**src/rtl/fifo_rr_arbiter.sv**
```systemverilog
// Round-robin merge of N FWFT FIFO read ports onto one registered FIFO write port.
// Define FIFO_ARB_BURST_LOCK_EN to hold each grant for up to BURST_LEN words; otherwise one word per grant.
module fifo_rr_arbiter #(
  parameter int DATA_WIDTH = 32,
  parameter int N_PORTS    = 4,
  parameter int SEL_WIDTH  = $clog2(N_PORTS),
  parameter int BURST_LEN  = 8
) (
  input  logic                          clk,
  input  logic                          reset_n,
  input  logic [N_PORTS-1:0]            in_empty_n,
  output logic [N_PORTS-1:0]            in_read,
  input  logic [N_PORTS*DATA_WIDTH-1:0] in_dout,
  input  logic                          out_full_n,
  output logic                          out_write,
  output logic [DATA_WIDTH-1:0]         out_din,
  output logic [SEL_WIDTH-1:0]          out_sel
);

  localparam int unsigned NP = N_PORTS;

  if (N_PORTS < 2 || N_PORTS > 16 || BURST_LEN < 1) begin : g_param_check
    $error("fifo_rr_arbiter: N_PORTS must be 2..16 and BURST_LEN >= 1");
  end

  typedef enum logic {IDLE, BUSY} state_t;

  state_t               state, state_nx;
  logic [SEL_WIDTH-1:0] grant, grant_nx;
  logic [SEL_WIDTH-1:0] ptr, ptr_nx;
  logic [SEL_WIDTH-1:0] winner;
  logic                 found;
  logic                 xfer;
  logic                 release_g;
  int unsigned          cand;

`ifdef FIFO_ARB_BURST_LOCK_EN
  localparam int unsigned CNT_W = $clog2(BURST_LEN + 1);
  logic [CNT_W-1:0] cnt, cnt_nx;
`endif

  // Rotating scan from ptr; wrap by subtraction keeps non-power-of-2 port counts in range.
  always_comb begin
    winner = '0;
    found  = 1'b0;
    cand   = 0;
    for (int unsigned i = 0; i < NP; i++) begin
      cand = 32'(ptr) + i;
      if (cand >= NP) cand = cand - NP;
      if (!found && in_empty_n[SEL_WIDTH'(cand)]) begin
        found  = 1'b1;
        winner = SEL_WIDTH'(cand);
      end
    end
  end

  always_comb begin
    state_nx  = state;
    grant_nx  = grant;
    ptr_nx    = ptr;
    in_read   = '0;
    xfer      = 1'b0;
    release_g = 1'b0;
`ifdef FIFO_ARB_BURST_LOCK_EN
    cnt_nx    = cnt;
`endif
    case (state)
      IDLE: begin
        if (found) begin
          grant_nx = winner;
          state_nx = BUSY;
`ifdef FIFO_ARB_BURST_LOCK_EN
          cnt_nx   = '0;
`endif
        end
      end
      BUSY: begin
        xfer           = in_empty_n[grant] & out_full_n;
        in_read[grant] = xfer;
`ifdef FIFO_ARB_BURST_LOCK_EN
        release_g = (xfer && (cnt == CNT_W'(BURST_LEN - 1))) || !in_empty_n[grant];
        if (xfer && !release_g) cnt_nx = cnt + 1'b1;
`else
        release_g = xfer || !in_empty_n[grant];
`endif
        if (release_g) begin
          state_nx = IDLE;
          ptr_nx   = (grant == SEL_WIDTH'(NP - 1)) ? '0 : grant + 1'b1;
        end
      end
      default: state_nx = IDLE;
    endcase
  end

  always_ff @(posedge clk or negedge reset_n) begin
    if (!reset_n) begin
      state     <= IDLE;
      grant     <= '0;
      ptr       <= '0;
      out_write <= 1'b0;
      out_din   <= '0;
      out_sel   <= '0;
`ifdef FIFO_ARB_BURST_LOCK_EN
      cnt       <= '0;
`endif
    end else begin
      state     <= state_nx;
      grant     <= grant_nx;
      ptr       <= ptr_nx;
      out_write <= xfer;
      if (xfer) begin
        out_din <= in_dout[grant*DATA_WIDTH +: DATA_WIDTH];
        out_sel <= grant;
      end
`ifdef FIFO_ARB_BURST_LOCK_EN
      cnt       <= cnt_nx;
`endif
    end
  end

endmodule

```
**config.mk**
```make
export PLATFORM = sky130hd
export DESIGN_NAME = fifo_rr_arbiter
export DESIGN_NICKNAME = d
export VERILOG_FILES = /design/src/rtl/fifo_rr_arbiter.sv
export SDC_FILE = /design/constraint.sdc
export NUM_CORES = 1
export LEC_CHECK = 0
export BUFFER_PORTS_ARGS = -buffer_cell sky130_fd_sc_hd__buf_2
export CELL_PAD_IN_SITES_DETAIL_PLACEMENT = 0
export CELL_PAD_IN_SITES_GLOBAL_PLACEMENT = 1
export CORE_MARGIN = 4
export CORE_UTILIZATION = 29
export DETAILED_ROUTE_END_ITERATION = 10
export PLACE_DENSITY_LB_ADDON = 0.2
export SYNTH_ARGS = -nofsm -noshare
export SYNTH_HDL_FRONTEND = slang
export SYNTH_SLANG_ARGS = --single-unit
```
**constraint.sdc**
```tcl
create_clock -name clk -period 1.7 [get_ports clk]
set_input_delay 0.17 -clock clk [delete_from_list [all_inputs] [get_ports clk]]
set_output_delay 0.17 -clock clk [all_outputs]
set_load 0.02 [all_outputs]
```
==> out/summary.txt, run 1 <==
DRT Pass-1 Iters -> 4
Total track usage -> 14.8%
Worst Tran Pin Value -> 477 ps
Max-capacitance violation count -> 0
Share of cells above drive strength 1 -> 78.1%
DP HPWL -> 6350 um
Drt drc -> 0
Busiest grt layer -> met2
Fin crit period -> 1730 ps
Global-route wire length before repair -> 11,900 um
Worst setup EP type -> primary output
CTS tree -> yes
Die area -> 10,500 sq um
Seq/Total Area, Yosys -> 38.8%
Final ANT Viol Nets -> 0
# diodes -> 0
Failing checks -> negative setup slack
Via count -> 2,220
Post-Place Cells -> 441
Post-Syn Area -> 2580 sq um
Met1 Usage GRT -> 17.4%
Clock Latency Late Sink -> 290 ps
Htree depth -> 2
CP Launch Type -> flop
Mapped Nets -> 301
Pre-CTS setup slack -> 25.5 ps
Critical Path, Cell by Cell -> mux2i_1 -> buf_4 -> o22ai_4 -> buf_12 -> and2_4 -> buf_6
CP max stage cell -> dfrtp_2
Initial Util -> 29.7%
Peak supply drop -> 0.642 mV
Hold path cells -> 3
Cell Count, Final, Fillers Out -> 455
WHS Endpoint -> ptr[0]$_DFFE_PN0P_
Synth Register Bits -> 40
P per Cell Area -> 1700 nW/um^2
Die height -> 102 um
Crit-path max cell delay -> 450 ps
Total CTS buffers -> 5
Status -> finished, violations left
Die X -> 102 um
Root Buffer -> clkbuf_8
Tightest Hold Check Type -> in2reg
Post-Route WL -> 8050 um
Clock sinks -> 40
Core ar. -> 8680 sq um
Reg-to-reg endpoint -> out_din[18]$_DFFE_PN0P_
RSZ-0062 raised after global routing -> yes
Commonest non-fill, non-tap cells in the layout -> buf_2 (169), dfrtp_1 (38), mux4_2 (33)
Critical Path RT -> 1530 ps
PortBufs -> 173
Routed wire per std cell -> 17.7 um
Pins Over Slew Limit -> 0
Vias in the first global route -> 2,387
Final setup vio count -> 6
RR Startpoint -> grant[1]$_DFFE_PN0P_
Final core utilization -> 44.4%
Clock-pin slew on the worst setup and hold paths -> 80 ps
Crit share post-route -> 102%
DR iter-0 viols -> 53
Mapped Cells -> 162
Power, Total -> 6.54 mW
Final worst slack -> -26.2 ps
Final Hold Viols -> 0
WP data arrival -> 1560 ps
Post-DR vias/cell -> 4.88
Rel. slew slack -> 68.2%
Crit path max fanout -> 5
IO Count -> 174
Clock buffer depth -> 2
Layout area overhead -> 49.5%
Leakage -> 1.85 nW
Fmax -> 579 MHz
GPL Wtd Cong -> 0.755
Post-Syn Area per Cell -> 15.9 sq um
Post-synth cell types -> 29
GR Util met2 -> 27.9%
Worst clock skew -> 12.0 ps
Row cnt -> 34
Hold_sp -> out_full_n
Cell family with most CP delay -> flip-flops
Final Net Count -> 485
Initial antenna violation count -> 0
Grt ovf -> 0
Most common cell after layout, fill and taps aside -> buf_2
Reg2reg path depth -> 6
Ys Warns -> 0
CP Buf/Inv Count -> 3
Met3 Use GR -> 3.21%
Pin count of the biggest net entering global routing -> 24
Register-to-register setup slack -> 0 ps
Type of the worst setup path -> reg2out
worst reg2reg max path: stages (launching register included):
cell and delay, ps:
dfrtp_2 450, mux2i_1 130, buf_4 150, o22ai_4 170, buf_12 130, buf_4 230
mux2_4 330
metrics by stage:
stage,TNS [ps],area [sq um],hold slack (ps)
after detailed placement,0,3610,162
final,-108,3850,214
after CTS,-378,3830,202
after floorplan,0,2580,-126
after global placement,0,3610,153
after global routing,-2160,3850,273
registers in the layout, summed over array words and instances, names as in the netlist:
register   flops
out_din       32
grant          2
out_sel        2
ptr            2
out_write      1
state          1
area by class of cell:
cell class / instances / area [sq um]
Clock buffer: 6 / 72.6
Inverter: 5 / 18.8
Timing Repair Buffer: 189 / 1110
Multi-Input combinational cell: 105 / 1480
Clock inverter: 2 / 35.0
Fill cell: 845 / 4830
Tap cell: 108 / 135
Sequential cell: 40 / 1000
metal layers:
| metal | part of all wire [%] | vias up |
|---|---|---|
| met3 | 8.3 | 4 |
| li1 | - | 1010 |
| met4 | 0.52 | 0 |
| met2 | 55 | 94 |
| met5 | 0 | - |
| met1 | 36 | 1112 |
Yosys cell counts:
cell      instances  area, sq um
dfrtp_1          40         1000
mux4_2           33          743
mux2_2           18          203
mux2_4           15          225
buf_6             7         78.8
o21ai_0           6         30.0
inv_1             5         18.8
and2_1            4         25.0
ha_1              4         50.1
mux2i_1           3         30.0
nand2b_1          3         18.8
a21oi_1           2         10.0
buf_2             2         10.0
clkbuf_1          2         7.51
nand2_1           2         7.51
nand3_1           2         10.0
nor2_1            2         7.51
a21boi_2          1         11.3
a221oi_1          1         8.76
buf_4             1         7.51
mux2_1            1         11.3
nand3b_1          1         7.51
nor2b_1           1         6.26
nor3b_1           1         7.51
nor4_1            1         6.26
o22ai_2           1         12.5
o31ai_1           1         7.51
o41ai_1           1         8.76
or2_2             1         6.26
report_power, final:
part	switching [mW]	internal [mW]	total (mW)
combinational	1.88	2.19	4.07
clock	0.319	0.436	0.755
sequential	0.266	1.45	1.71
repair_timing:
item,in CTS,in global routing
hold buffers,1,0
endpoints found under the setup margin,5,38
hold endpoints to repair,19,0
gates resized for setup,17,0
setup buffers,3,0
pin swaps,2,0
gates cloned,1,1
worst max-delay path by stage:
stage	from	cells past startpoint	slack (ps)	end
floorplan	grant[0]$_DFFE_PN0P_	4	40	ptr[1]$_DFFE_PN0P_
global placement	grant[1]$_DFFE_PN0P_	4	60	ptr[1]$_DFFE_PN0P_
detailed placement	grant[0]$_DFFE_PN0P_	3	30	out_din[9]$_DFFE_PN0P_
CTS	grant[1]$_DFFE_PN0P_	6	-50	in_read[2]
global route	grant[1]$_DFFE_PN0P_	5	-110	in_read[1]
finish	grant[1]$_DFFE_PN0P_	6	-30	in_read[0]
kinds of logic after synthesis:
| family | after synthesis | share of synthesized area (%) |
|---|---|---|
| adder cells (fa/ha/maj) | 4 | 1.94 |
| AO/OA/AOI/OAI | 13 | 3.45 |
| multiplexers | 70 | 47.0 |
| flip-flops | 40 | 38.8 |
| AND/OR/NAND/NOR | 18 | 3.98 |
| buffers and inverters | 17 | 4.76 |
Power figures use the tool's default switching activity.
==> run 2: changes to the inputs <==
Settings changed: CORE_UTILIZATION 29 to 34.
Clock period 1.7 ns to 2.2 ns, I/O delays scaled along.
==> out/summary.txt, run 2 (same netlist as run 1, synthesis figures left out) <==
Status -> finished clean
Crit share post-route -> 93.6%
Root Buffer -> clkbuf_8
DR iter-0 viols -> 56 (+5.7%)
Vias in the first global route -> 2,300 (-3.6%)
Via count -> 2,147 (-3.3%)
GR Util met2 -> 28.3% (+0.45 points)
Clock Latency Late Sink -> 280 ps (about the same)
Crit path max fanout -> 12 (+7)
Post-Route WL -> 7230 um (-10%)
Peak supply drop -> 0.504 mV (-22%)
Pin count of the biggest net entering global routing -> 35 (+46%)
Pins Over Slew Limit -> 0 (unchanged)
Most flops, register -> out_din
Type of the worst setup path -> reg2out
Final setup vio count -> 0 (-6)
Setup TNS -> 0 ps (+108 ps)
Final Net Count -> 479 (-1.2%)
Die height -> 95.1 um (-7.0%)
RR Startpoint -> grant[1]$_DFFE_PN0P_
Worst setup EP type -> primary output
Max reg flops -> 32 (unchanged)
Tightest Hold Check Type -> in2reg
Fin crit period -> 2060 ps
RSZ-0062 raised after global routing -> no
Row cnt -> 31 (-8.8%)
PortBufs -> 173 (unchanged)
CTS tree -> yes
P per Cell Area -> 1280 nW/um^2 (-25%)
Final Hold Viols -> 0 (unchanged)
Clock buffer depth -> 2 (unchanged)
Rel. slew slack -> 70.2% (+2.0 points)
Busiest grt layer -> met2
Total CTS buffers -> 5 (unchanged)
Core ar. -> 7290 sq um (-16%)
Met3 Use GR -> 3.39% (+0.19 points)
CP Launch Type -> flop
Fmax -> 486 MHz
IO Count -> 174 (unchanged)
Placed Area -> 3540 sq um (-1.9%)
Die area -> 9040 sq um (-14%)
Clock sinks -> 40 (unchanged)
Post-DR vias/cell -> 4.88 (about the same)
DRT Pass-1 Iters -> 4 (unchanged)
WP data arrival -> 1840 ps (+280 ps)
Global-route wire length before repair -> 11,200 um (-5.8%)
Cell Count, Final, Fillers Out -> 440 (-3.3%)
Reg area -> 1000 sq um (unchanged)
Most common cell after layout, fill and taps aside -> buf_2
Worst Tran Pin Value -> 447 ps (-30.3 ps)
Layout area overhead -> 41.6%
Hold_sp -> out_full_n
Grt ovf -> 0 (unchanged)
Initial antenna violation count -> 0 (unchanged)
Max-capacitance violation count -> 0 (unchanged)
Reg-to-reg endpoint -> ptr[1]$_DFFE_PN0P_
Leakage -> 1.77 nW (-4.3%)
# diodes -> 0 (unchanged)
Register-to-register setup slack -> 460 ps (+460 ps)
Post-Place Cells -> 431 (-2.3%)
Total track usage -> 16.0% (+1.2 points)
Clock-pin slew on the worst setup and hold paths -> 70 ps (about the same)
GPL Wtd Cong -> 0.822 (+8.9%)
Commonest non-fill, non-tap cells in the layout -> buf_2 (173), dfrtp_1 (38), mux4_2 (33)
Drt drc -> 0 (unchanged)
Reg2reg path depth -> 4 (-2)
Fin area -> 3650 sq um (-5.3%)
DP HPWL -> 6030 um (-5.0%)
Initial Util -> 35.3% (+5.6 points)
Met1 Usage GRT -> 20.0% (+2.5 points)
Final ANT Viol Nets -> 0 (unchanged)
Critical Path RT -> 1980 ps (+450 ps)
Htree depth -> 2 (unchanged)
Crit path from -> grant[1]$_DFFE_PN0P_
Worst clock skew -> 5.07 ps (-6.90 ps)
Filler cell count -> 712 (-16%)
Setup crit end -> in_read[2]
Area occupied by multi-input gates -> 1460 sq um (-0.93%)
Routed wire per std cell -> 16.4 um (-7.1%)
Die X -> 95.1 um (-7.0%)
Share of cells above drive strength 1 -> 76.2% (-1.9 points)
## run 2: changes by cell type in the layout (fill, tap and decap cells not counted), sizes merged
cell,before,now
buf,187,182
bufinv,1,0
clkinv,1,0
clkinvlp,0,1
## run 2: what timing repair did
action,in CTS,in global routing
endpoints found under the hold margin,10,0
gates resized for setup,0,1
setup endpoints to repair,0,3
hold buffers,1,0
setup buffers,0,0
## run 2: layer usage
metal	routed length [um]	up-vias
li1	-	995
met1	2870	1058
met2	3700	84
met3	570	10
met4	87	0
met5	0	-
## run 2: per-stage QoR
| stage | setup slack, ps | util, % | total power [mW] | hold slack, ps |
|---|---|---|---|---|
| after global routing | 17.8 | 50.0 | 5.01 | 275 |
| after floorplan | 535 | - | 3.47 | -75.6 |
| after CTS | 88.0 | 50.0 | 4.76 | 252 |
| final | 141 | 50.0 | 4.68 | 270 |
| after detailed placement | 411 | 48.6 | 4.24 | 115 |
| after global placement | 469 | 48.6 | 4.23 | 117 |
## run 2: how the worst min path moves through the flow
| stage | to | slack [ps] | depth (start not counted) |
|---|---|---|---|
| 5_1_grt | state$_DFF_PN0_ | 280 | 4 |
| 2_1_floorplan | grant[0]$_DFFE_PN0P_ | -80 | 0 |
| 6_report | state$_DFF_PN0_ | 270 | 4 |
| 3_3_place_gp | out_din[18]$_DFFE_PN0P_ | 120 | 1 |
| 4_1_cts | state$_DFF_PN0_ | 250 | 4 |
| 3_5_place_dp | out_din[18]$_DFFE_PN0P_ | 110 | 1 |
## run 2: critical path: stages (launching register included)
cell,delay [ps]
dfrtp_2,470
mux2i_1,400
o22ai_4,140
buf_4,220
and2_1,180
buf_2,150
## run 2: layout make-up
type | count | share of cell area [%]
sequential | 40 | 27.5
inverter | 5 | 0.514
tap | 99 | 3.40
clock inverter | 1 | 0.206
clock buffer | 7 | 2.37
multi-input combinational | 105 | 40.1
timing repair buffer | 183 | 26.0
## run 2: report_power, final
part | internal (mW) | switching, mW
clock network | 0.255 | 0.244
logic | 1.48 | 1.34
registers | 1.12 | 0.240
==> run 3: changes to the inputs <==
Settings changed: ABC_AREA set to 1, CORE_UTILIZATION 34 to 30.
==> out/summary.txt, run 3 <==
Total track usage -> 17.0% (+0.97 points)
Commonest non-fill, non-tap cells in the layout -> buf_2 (173), nand2_1 (144), nor2_1 (74)
Die area -> 10,800 sq um (+19%)
Most common cell after layout, fill and taps aside -> buf_2
Postcts setup bufs -> 0 (unchanged)
CTS tree -> yes
Reg area -> 1000 sq um (-0.12%)
Final core utilization -> 42.7% (-7.3 points)
Ys flop type -> dfrtp_1
RSZ-0062 raised after global routing -> no
PortBufs -> 173 (unchanged)
Crit share post-route -> 86.2% (-7.4 points)
Setup TNS -> 0 ps (unchanged)
Worst Tran Pin Value -> 505 ps (+57.7 ps)
CP Launch Type -> flop
Synth Register Bits -> 40 (unchanged)
Post-Syn Area per Cell -> 6.46 sq um (-59%)
Metal2 WL -> 4470 um (+21%)
Area occupied by multi-input gates -> 1530 sq um (+5.0%)
Leakage -> 2.13 nW (+20%)
Pins Over Slew Limit -> 0 (unchanged)
Post-DR vias/cell -> 4.68 (-4.0%)
Crit path from -> grant[0]$_DFFE_PN0P_
Hold buffers post-CTS -> 1 (unchanged)
Cells taking the most area after synthesis -> dfrtp_1 (36%), nand2_1 (20%), o21ai_0 (12%), nor2_1 (10%), o22ai_1 (7.3%)
Worst clock skew -> 1.49 ps (-3.57 ps)
Top cell by count, worst path -> nor2_1
Fin crit period -> 1900 ps (-162 ps)
Global-route wire length before repair -> 15,400 um (+38%)
IO Count -> 174 (unchanged)
Core ar. -> 8850 sq um (+21%)
Commonest cells in the netlist -> nand2_1 (144), nor2_1 (74), o21ai_0 (67), dfrtp_1 (40), o22ai_1 (32)
CP max stage cell -> dfrtp_2
Final Net Count -> 728 (+52%)
Clock buffer depth -> 2 (unchanged)
Max-capacitance violation count -> 0 (unchanged)
# diodes -> 0 (unchanged)
Critical Path, Cell by Cell -> inv_2 -> nor2_1 -> o21ai_2 -> nand3_4 -> nor2_1 -> buf_2
Final Hold Viols -> 0 (unchanged)
WP data arrival -> 1680 ps (-160 ps)
Post-Syn Area -> 2760 sq um (+7.1%)
Root Buffer -> clkbuf_8
CP Buf/Inv Count -> 2 (unchanged)
GPL Wtd Cong -> 0.826 (+0.45%)
Total CTS buffers -> 5 (unchanged)
Initial antenna violation count -> 1 (+1)
Drt drc -> 0 (unchanged)
Peak supply drop -> 0.526 mV (+4.3%)
Most flops, register -> out_din
Type of the worst setup path -> reg2out
Ys Warns -> 0 (unchanged)
Post-Route WL -> 9290 um (+28%)
Max reg flops -> 32 (unchanged)
Critical Path RT -> 1980 ps (about the same)
Cell family with most CP delay -> simple AND/OR/NAND/NOR gates
Die X -> 104 um (+9.3%)
Number of synthesized flops with an enable pin -> 0 (unchanged)
Metal3 WL -> 825 um (+45%)
Final ANT Viol Nets -> 0 (unchanged)
Via count -> 3,268 (+52%)
Mapped Nets -> 566 (+88%)
Final worst slack -> 304 ps (+162 ps)
Row cnt -> 34 (+9.7%)
Clock sinks -> 40 (unchanged)
PostCTS Resize Cnt -> 0 (unchanged)
Routed wire per std cell -> 13.3 um (-19%)
Crit path max fanout -> 21 (+9)
Final setup vio count -> 0 (unchanged)
Clock Latency Late Sink -> 280 ps (about the same)
M1 wire length -> 3870 um (+35%)
Filler cell count -> 966 (+36%)
Asr flop ratio synth -> 100% (unchanged)
P per Cell Area -> 1300 nW/um^2 (+1.8%)
Rel. slew slack -> 66.3% (-3.8 points)
Initial Util -> 31.2% (-4.2 points)
RR Startpoint -> ptr[0]$_DFFE_PN0P_
DR iter-0 viols -> 130 (+130%)
Share of cells above drive strength 1 -> 34.1% (-42 points)
DRT Pass-1 Iters -> 5 (+1)
Pre-CTS setup slack -> 567 ps (+155 ps)
Die height -> 104 um (+9.3%)
Post-synth cell types -> 24 (-17%)
Vias in the first global route -> 3,260 (+42%)
Tightest Hold Check Type -> in2reg
Grt ovf -> 0 (unchanged)
Layout area overhead -> 37.0%
Clock-pin slew on the worst setup and hold paths -> 70 ps (about the same)
Top cell type's share of synthesized area -> 36.3% (-2.6 points)
Seq/Total Area, Yosys -> 36.3% (-2.6 points)
Mapped Cells -> 427 (+160%)
DP HPWL -> 7100 um (+18%)
Fmax -> 527 MHz (+8.6%)
Hold_sp -> in_dout[23]
Crit-path max cell delay -> 440 ps (-30 ps)
Status -> finished clean
Pin count of the biggest net entering global routing -> 40 (+14%)
Highest metal used -> met5
Worst setup EP type -> primary output
Htree depth -> 2 (unchanged)
Most frequent cell after synthesis -> nand2_1
Top cell type by total area after synthesis -> dfrtp_1
## run 3: changes by cell type after synthesis, moves of 18 or more
cell | previous run | this run
nand2_1 | 2 | 144
nor2_1 | 2 | 74
o21ai_0 | 6 | 67
mux4_2 | 33 | 0
o22ai_1 | 0 | 32
mux2_2 | 18 | 0
## run 3: final timing paths
path                                           endpoint  slack, ps  depth (start not counted)
worst max-delay path                         in_read[3]        300                          6
worst min-delay path            out_din[23]$_DFFE_PN0P_        300                          5
worst max register to register     grant[0]$_DFFE_PN0P_        550                         10
worst min register to register  out_din[31]$_DFFE_PN0P_        480                          2
max in group asynchronous        out_din[0]$_DFFE_PN0P_       1100                          3
min in group asynchronous            ptr[1]$_DFFE_PN0P_        450                          2
## run 3: cells by family (layout without fill, tap and decap cells)
kind of cell | after synthesis | count (layout) | share of synthesized area (%)
AOI/OAI and AO/OA | 105 | 105 | 20.8
adders and majority gates | 4 | 4 | 1.81
buffers and inverters | 47 | 210 | 8.16
DFF | 40 | 40 | 36.3
and+or+nand+nor | 231 | 231 | 33.0
## run 3: worst min-delay path: cells and delay by family
kind / cells / cell delay [ps]
AOI/OAI and AO/OA: 1 / 120
and+or+nand+nor: 3 / 150
buffers and inverters: 1 / 70
## run 3: power by group
group / leakage [nW] / internal [mW] / switching (mW)
combinational: 1.58 / 1.06 / 2.07
clock: 0.0445 / 0.255 / 0.241
sequential: 0.500 / 1.08 / 0.224
## run 3: cell type report
type	instances	share of cell area, %
Multi-Input combinational cell	340	40.6
Sequential cell	40	26.5
Timing Repair Buffer	183	24.9
Tap cell	108	3.57
Clock buffer	7	2.28
Inverter	19	1.95
Clock inverter	1	0.198
## run 3: per-layer routing
metal  track usage, %  vias to the layer above
met2             29.9                      115
met5                0                        -
met4             3.32                        2
met3             5.40                       10
met1             20.3                     1427
li1                 -                     1714
## run 3: through the flow
stage / total power, mW / std cells / hold slack [ps] / instance area, sq um
floorplan: 3.57 / 427 / -75.6 / 2760
global placement: 4.46 / 689 / 225 / 3680
detailed placement: 4.49 / 689 / 220 / 3680
CTS: 5.01 / 698 / 295 / 3780
global route: 5.51 / 698 / 305 / 3780
finish: 4.93 / 698 / 305 / 3780
